===== config.mk =====
export PLATFORM = sky130hd
export DESIGN_NAME = mmio_cmd_fifo
export DESIGN_NICKNAME = d
export VERILOG_FILES = /design/src/rtl/mmio_cmd_fifo.sv
export SDC_FILE = /design/constraint.sdc
export NUM_CORES = 1
export LEC_CHECK = 0
export CAP_MARGIN = 20
export CORE_MARGIN = 2
export CORE_UTILIZATION = 50
export CTS_CLUSTER_SIZE = 16
export DETAILED_ROUTE_END_ITERATION = 7
export GPL_TIMING_DRIVEN = 0
export PLACE_DENSITY_LB_ADDON = 0.2
export RECOVER_POWER = 25
export SYNTH_ARGS = -nofsm -noshare
export SYNTH_HDL_FRONTEND = slang
export SYNTH_SLANG_ARGS = --single-unit

===== constraint.sdc =====
create_clock -name clk -period 6.05 [get_ports clk]
set_input_delay 0.605 -clock clk [delete_from_list [all_inputs] [get_ports clk]]
set_output_delay 0.605 -clock clk [all_outputs]
set_load 0.05 [all_outputs]

===== src/rtl/mmio_cmd_fifo.sv =====
// Host-to-control-unit MMIO command FIFO (first-word-fall-through) with registered status word.
// Optional saturating drop counter in status[15:8] when MMIO_CMD_FIFO_OVF_CNT_EN is defined.
module mmio_cmd_fifo #(
  parameter int unsigned DEPTH  = 16,
  parameter int unsigned DATA_W = 32
) (
  input  logic              clk,
  input  logic              rst,
  input  logic [DATA_W-1:0] h2f_pio32,
  input  logic              h2f_write,
  output logic [DATA_W-1:0] cmd_data,
  output logic              cmd_valid,
  input  logic              cmd_ready,
  input  logic              ovf_clr,
  output logic [31:0]       f2h_pio32,
  output logic              f2h_write
);

  localparam int unsigned AW = $clog2(DEPTH);
  localparam logic [AW:0] FullCnt = (AW+1)'(DEPTH);
  localparam logic [AW:0] CntOne  = (AW+1)'(1);
  localparam logic [AW-1:0] PtrOne = AW'(1);

  logic [DATA_W-1:0] mem_q [DEPTH];
  logic [AW-1:0]     wr_ptr_q, wr_ptr_d, rd_ptr_q, rd_ptr_d;
  logic [AW:0]       count_q, count_d;
  logic [DATA_W-1:0] head_q, head_d;
  logic              ovf_q, ovf_d;
  logic [7:0]        ovf_cnt;
  logic [31:0]       status, stat_q;
  logic              stat_wr_q;
  logic              empty, full, pop, push_ok, ovf_evt;

  assign empty   = (count_q == '0);
  assign full    = (count_q == FullCnt);
  assign pop     = !empty && cmd_ready;
  // A push into a full FIFO is only legal when the head leaves in the same cycle.
  assign push_ok = h2f_write && (!full || pop);
  assign ovf_evt = h2f_write && full && !pop;

  always_comb begin
    wr_ptr_d = wr_ptr_q;
    rd_ptr_d = rd_ptr_q;
    count_d  = count_q;
    head_d   = head_q;
    ovf_d    = ovf_q;
    if (push_ok) wr_ptr_d = wr_ptr_q + PtrOne;
    if (pop)     rd_ptr_d = rd_ptr_q + PtrOne;
    unique case ({push_ok, pop})
      2'b10:   count_d = count_q + CntOne;
      2'b01:   count_d = count_q - CntOne;
      default: count_d = count_q;
    endcase
    // Head register tracks the next word; it holds its last value once the FIFO drains.
    if (count_d != '0) begin
      if (push_ok && (rd_ptr_d == wr_ptr_q)) head_d = h2f_pio32;
      else                                   head_d = mem_q[rd_ptr_d];
    end
    if (ovf_evt)      ovf_d = 1'b1;
    else if (ovf_clr) ovf_d = 1'b0;
  end

  always_ff @(posedge clk) begin
    if (!rst) begin
      head_q <= head_d;
      if (push_ok) mem_q[wr_ptr_q] <= h2f_pio32;
    end
  end

  always_ff @(posedge clk) begin
    if (rst) begin
      wr_ptr_q <= '0;
      rd_ptr_q <= '0;
      count_q  <= '0;
      ovf_q    <= 1'b0;
    end else begin
      wr_ptr_q <= wr_ptr_d;
      rd_ptr_q <= rd_ptr_d;
      count_q  <= count_d;
      ovf_q    <= ovf_d;
    end
  end

`ifdef MMIO_CMD_FIFO_OVF_CNT_EN
  logic [7:0] ovf_cnt_q;

  always_ff @(posedge clk) begin
    if (rst) begin
      ovf_cnt_q <= 8'h00;
    end else if (ovf_evt) begin
      if (ovf_cnt_q != 8'hFF) ovf_cnt_q <= ovf_cnt_q + 8'h01;
    end else if (ovf_clr) begin
      ovf_cnt_q <= 8'h00;
    end
  end

  assign ovf_cnt = ovf_cnt_q;
`else
  assign ovf_cnt = 8'h00;
`endif

  assign status = {ovf_q, empty, full, 13'b0, ovf_cnt, 1'b0, 7'(count_q)};

  // Status is sampled from the registered FIFO state, so it trails that state by one cycle.
  always_ff @(posedge clk) begin
    if (rst) begin
      stat_q    <= 32'h4000_0000;
      stat_wr_q <= 1'b0;
    end else begin
      stat_q    <= status;
      stat_wr_q <= (status != stat_q);
    end
  end

  assign cmd_valid = !empty;
  assign cmd_data  = head_q;
  assign f2h_pio32 = stat_q;
  assign f2h_write = stat_wr_q;

endmodule


==> impl_summary.md <==
Run status
The flow ran to the end, and the final reports show no timing, DRC or antenna violations.

Worst hold path
The class of the most critical hold timing path is reg2reg. The count of cells along the worst hold path is 1. The startpoint identified for the worst hold timing path is ovf_q. The worst hold endpoint is f2h_pio32[31].

STA
The clock period could shrink to 4.03 ns. The slack of the critical path is 2.02 ns. Between clock sinks in the finished design, the worst skew comes to 0.0258 ns. The count of endpoints failing hold in the final timing report was 0.

The transition time of the tightest slew-check pin is 1.17 ns. The worst path uses 66.7% of the clock period. Static timing analysis puts the maximum clock frequency at 248 MHz. Setup violations remaining at the end of the flow were counted as 0. Across all hold checks on the routed design, the worst slack comes to 0.506 ns. The worst-case headroom to the max-slew limit is 22.2%.

Setup repair after global routing left no endpoint under its margin. The final max-slew violation count was 0.

Yosys
The synthesis warning total is 0. After synthesis, the netlist uses 67 different library cells. The area of the mapped netlist is 0.0259 mm^2. After synthesis, flip-flops and latches occupy 64.9% of the total area. The flip-flop cell with the highest count after synthesis is sky130_fd_sc_hd__edfxtp_1. The proportion of register bits with asynchronous set or reset after synthesis is 0%. The instance count of the mapped netlist is 1789.

After synthesis the netlist holds a flip-flop and latch count of 567. Yosys mapped a number of flops with a built-in enable equal to 544. The average cell area after synthesis is 14.5 um^2.

Critical path
In this run the register-to-register setup slack is 2.02 ns. The worst setup path is launched from a register. In this run the worst path has a maximum fanout of 10.

For the worst setup path, the data required time is 6.39 ns. The critical path class is reg2reg. At the worst endpoint, the arrival time is 4.38 ns. The capturing point of the worst reg2reg path is cmd_data[28]. The endpoint class of the critical path is a register.

The worst flop-to-flop path startpoint is count_q[0]. The logic depth of the worst register-to-register path is 9.

Floorplanning
The floorplan has 83 rows. The floorplan step set the die height to 232 um. The core box area is 0.0513 mm^2. The die covers 0.0536 mm^2.

Once the floorplan was initialized, standard cells occupied 50.5% of the core. The die span in x is 232 um. In this run the count of I/O pins placed on the die edge is 103.

Placed design
The number of input and output port buffers inserted is 78. The sum of net half-perimeters after detailed placement is 51200 um. The congestion estimate from routability-driven global placement came to 0.904.

The setup slack at placement is 1.52 ns.

Layout
In the final layout, the multi-input gates occupy 0.00839 mm^2. The sequential cells in the finished layout cover a total of 0.0168 mm^2. The area growth from synthesis to layout is 15.7%.

Cells with a size suffix above 1 make up 14.9% of the layout. The filler cell count in the final layout is 3950. The number of antenna diodes in the final layout is 0. The leading cell type in the layout, fill and taps excluded is sky130_fd_sc_hd__edfxtp_1. The number of nets in the final layout is 2022. Leaving out fill and tap cells, the most frequent cells in the layout are 544 x sky130_fd_sc_hd__edfxtp_1, 171 x sky130_fd_sc_hd__mux2i_1, 102 x sky130_fd_sc_hd__clkbuf_1.

Clock network
The CTS tree is yes. In this run the deepest clock path goes through 3 buffers. Buffers inserted during clock tree synthesis total 58. Clock tree synthesis found a total of 567 sinks. The source-to-sink clock delay at the later pin of the worst-skew pair is 0.63 ns. After clock tree synthesis, the setup repair step added 0 buffers. The master cell of the clock root buffer is sky130_fd_sc_hd__clkbuf_16. The clock input transition at the sequential cells of the worst setup and hold paths is 0.06 ns. The quantity of hold-fixing buffers added after cts is 0.

In this run the number of H-tree levels came out at 2. The number of gates resized after CTS is 0.

Global route
The initial antenna violation count is 0. Entering global routing, the biggest net connects 21 pins. The via count of the first global-routing pass was 17900.

The first-pass GRT wire length is 113000 um. For this run the aggregate overflow at the end of global routing stands at 0. Global routing used 28.5% of the available tracks.

Detailed routing
For this run, design rule violations remaining after detail routing come to 0. The routed length per instance is 28.3 um. The post-route antenna net violation count is 0. For this block, the initial DRC count from the detailed router was 2335. The via count is 17800. The final layout contains routed wiring with a total length of 76500 um. The post-detailed-route via-to-cell ratio is 6.58.

The iteration count of the initial detailed-routing pass is 5.

Power
The leakage power of the design is 0.00920 uW. Dividing total power by cell area gives a power density of 480 mW/mm^2. Across the VDD grid, the largest voltage drop is 0.282 mV.

Run
Max-cap violations in this run came to 0.
## worst max-delay path: stages, from the launching register on
cell,delay (ns)
sky130_fd_sc_hd__dfxtp_1,0.31
sky130_fd_sc_hd__buf_2,0.18
sky130_fd_sc_hd__nor4_4,0.53
sky130_fd_sc_hd__a21oi_1,0.44
sky130_fd_sc_hd__buf_4,0.35
sky130_fd_sc_hd__a32oi_2,0.47
sky130_fd_sc_hd__clkbuf_1,0.60
sky130_fd_sc_hd__a31oi_1,0.14
sky130_fd_sc_hd__a311oi_1,0.56
sky130_fd_sc_hd__a31oi_1,0.16
## registers in the layout, summed over array words and instances (netlist names)
signal,flops
rd_ptr_q,4
f2h_pio32,8
wr_ptr_q,4
f2h_write,1
mem_q,512
cmd_data,32
count_q,5
ovf_q,1
## cells in the mapped netlist (3+ instances only)
master                      instances  share of area (%)
sky130_fd_sc_hd__a211oi_1           6               0.17
sky130_fd_sc_hd__a21oi_1           18               0.35
sky130_fd_sc_hd__a311oi_1          30                1.0
sky130_fd_sc_hd__a31oi_1           62                1.5
sky130_fd_sc_hd__buf_1             12               0.17
sky130_fd_sc_hd__buf_2             49               0.95
sky130_fd_sc_hd__buf_4             27               0.78
sky130_fd_sc_hd__clkbuf_1          93                1.3
sky130_fd_sc_hd__dfxtp_1           23                1.8
sky130_fd_sc_hd__edfxtp_1         544                 63
sky130_fd_sc_hd__ha_1               6               0.29
sky130_fd_sc_hd__inv_1              8               0.12
sky130_fd_sc_hd__mux2_2            61                2.7
sky130_fd_sc_hd__mux2i_1          171                6.6
sky130_fd_sc_hd__mux4_2            30                2.6
sky130_fd_sc_hd__nand2_1           20               0.29
sky130_fd_sc_hd__nand2b_1          36               0.87
sky130_fd_sc_hd__nand3_1           67                1.3
sky130_fd_sc_hd__nand4_1            5               0.12
sky130_fd_sc_hd__nor2_1            92                1.3
sky130_fd_sc_hd__nor2b_1            9               0.22
sky130_fd_sc_hd__nor3_1             9               0.17
sky130_fd_sc_hd__o2111ai_1         31                1.0
sky130_fd_sc_hd__o211ai_1          60                1.7
sky130_fd_sc_hd__o21ai_0           66                1.3
sky130_fd_sc_hd__o221ai_1          64                2.2
sky130_fd_sc_hd__o22a_1            60                2.0
sky130_fd_sc_hd__o22ai_1           62                1.5
sky130_fd_sc_hd__or3_1              3              0.072
sky130_fd_sc_hd__xnor2_1           10               0.34
sky130_fd_sc_hd__xor2_1             8               0.27
## metal layers
metal  vias up  routed length [um]  global-route usage [%]  share of wire [%]
met4         0                3180                    13.4                4.2
met5         -                   0                       0                  0
li1       7649                   -                       -                  -
met3       184                7310                    6.53                9.6
met1      8923               30100                    36.9                 39
met2      1043               35900                    45.9                 47
## report_power, final
group | internal (uW) | leakage, uW | switching, uW
sequential | 4630 | 0.00511 | 69.0
clock | 1850 | 0.000853 | 1490
combinational | 2160 | 0.00324 | 4180
## stage by stage
step | utilization, % | area (um^2) | setup TNS, ns | total power, uW | cells
floorplan | - | 26000 | 0 | 8800 | 1812
global placement | 53.8 | 27600 | -177.65 | 10800 | 2570
detailed placement | 55.0 | 28200 | 0 | 11000 | 2597
CTS | 58.3 | 29900 | 0 | 14300 | 2703
global route | 58.4 | 30000 | 0 | 14900 | 2705
finish | 58.4 | 30000 | 0 | 14400 | 2705
## layout make-up
type                       instances  share of cell area [%]
inverter                           8                   0.100
timing repair buffer             107                    4.31
buffer                           184                    2.90
clock buffer                      68                    5.04
clock inverter                    38                   0.756
tap                              680                    2.84
multi-input combinational       1053                    28.0
sequential                       567                    56.0
## how the worst max path moves through the flow
stage / from / endpoint / slack (ns) / cells past startpoint
after floorplan: count_q[2] / mem_q[1][0] / 2.05 / 6
final: count_q[0] / cmd_data[28] / 2.02 / 9
after global placement: cmd_ready / mem_q[1][17] / -1.63 / 5
after CTS: count_q[0] / cmd_data[13] / 2.11 / 10
after global routing: cmd_ready / cmd_data[13] / 1.91 / 10
after detailed placement: cmd_ready / cmd_data[13] / 1.52 / 10
## cells by family after synthesis
| kind of cell | share of synthesized area (%) |
|---|---|
| xor+xnor | 0.788 |
| compound gates | 13.8 |
| simple gates | 4.90 |
| buf+inv | 3.47 |
| flops | 64.9 |
| mux | 11.9 |
| other cells | 0.0145 |
| fa+ha+maj | 0.290 |
(Power assumes the default switching activity.)
==> RTL edit, RTL diff (same flow settings) <==
Set the parameter `DATA_W` to 64 (it was 32).
--- a/src/rtl/mmio_cmd_fifo.sv
+++ b/src/rtl/mmio_cmd_fifo.sv
@@ -2,7 +2,7 @@
 // Optional saturating drop counter in status[15:8] when MMIO_CMD_FIFO_OVF_CNT_EN is defined.
 module mmio_cmd_fifo #(
   parameter int unsigned DEPTH  = 16,
-  parameter int unsigned DATA_W = 32
+  parameter int unsigned DATA_W = 64
 ) (
   input  logic              clk,
   input  logic              rst,
Ports: changed (resized cmd_data and h2f_pio32); port bits go from 103 to 167. The function was not compared with the original's and may differ.
==> RTL edit against the unedited design <==
- worst setup slack worse by 650 ps
- sequential cell count rose by 544
- wire length increased by 70%
- die area rose by 77%
- area after synthesis grew 79%
- power is 73% higher
- count of clock-buffer cells in the layout rose by 73
- design area rose by 80%
- critical endpoint is now cmd_data[7]
==> RTL edit: results (changes against the unedited design) <==
XOR/XNOR share of the synthesized area=0.004382 (-0.003495); Min-Delay Endpoint=f2h_pio32[1]; proportion of synthesized area in mux cells=0.006059 (-0.1127); worst hold path depth=2 (+1); fraction of layout cells with a size suffix above 1=0.1346 (-0.01453); status=finished, final reports clean; largest net degree at the start of global routing=31 (+48%); Reg area=33130 µm² (+97%); Int Power=0.01597 W (+85%); crit-path max cell delay=780 ps (+180 ps); DR iter-0 viols=4069 (+74%); post-synthesis cell count=2991 (+67%); Multi-input comb cells=1461 (+39%); Clk power=0.00681 W (+100%); CTS Buf Count=113 (+95%); filler cell count=6942 (+76%); clock network contribution to total cell area=0.06660 (+0.008649); H-tree Lvls=3 (+1); Final HPWL DP=89160 µm (+74%); GPL Wtd Cong=0.8381 (-7.3%); first-pass GRT wire length=193500 µm (+72%); Post-synth top cells=edfxtp_1, o221ai_1, o21ai_0, o22a_1, o22ai_1; tap cells=1186 (+74%); Seq/Total Area, Yosys=0.7163 (+0.06757); Skew-Pair Late Insertion Delay=700 ps (+70 ps); Max-Slew Margin vs Limit=0.2695 (+0.04798); vias post-DR=30840 (+73%); Post-synth EDFFs=1088 (+100%); min-delay src=rst; Comb pwr share=0.361 (-0.080); Peak VDD IR=0.2601 mV (-7.7%); Non-CTS inverters=136 (+128); Setup crit end=cmd_data[7]; worst hold path type=in2reg; power share of the clock group=0.274 (+0.042); Signal buf overhead=0.07506 (+0.002957); Crit-path slowest cell=clkbuf_2; LEAKAGE=16.84 nW (+83%); overall global routing resource usage=0.2705 (-0.01497); placed insts=4384 (+69%); max reg flops=1024 (+100%); antenna violations before repair=3 (+3); area of the multi-input gates=11200 µm² (+33%); synth top area cells=edfxtp_1, o221ai_1, o22a_1; IO Port Bufs=140 (+79%); Avg WL per Cell=28.26 µm (about the same); Data arrival, critical path=5190 ps (+810 ps); clock buffer count=141 (+110%); Final WS setup=1362 ps (-654.0 ps); Seq Cell Count=1111 (+96%); RR Startpoint=rd_ptr_q[0]; vias per cell=6.710 (+2.0%); number of non-clock buffers in the layout=491 (+69%)
[RTL edit: changes by cell type after synthesis, sizes merged, moves of 64 or more]
| cell | unedited run | this run |
|---|---|---|
| edfxtp | 544 | 1088 |
| o221ai | 64 | 315 |
| mux2i | 171 | 19 |
| o22a | 60 | 189 |
| o22ai | 62 | 190 |
| inv | 8 | 135 |
| o21ai | 68 | 192 |
| buf | 90 | 162 |
| a222oi | 0 | 64 |
| a41oi | 0 | 64 |
| nand3 | 67 | 131 |
[RTL edit: critical path: cells and delay by family, from the launching register on]
| family | cells | cell delay, ps |
|---|---|---|
| and+or+nand+nor | 1 | 140 |
| AOI/OAI and AO/OA | 3 | 700 |
| buffers and inverters | 6 | 3310 |
| DFF | 1 | 310 |
[RTL edit: per-layer routing]
metal / vias to the layer above / part of all wire / global-route usage
li1: 13240 / - / -
met1: 15570 / 0.39 / 0.3603
met2: 1731 / 0.48 / 0.4418
met3: 290 / 0.086 / 0.04171
met4: 6 / 0.042 / 0.1198
met5: - / 0.00028 / 0
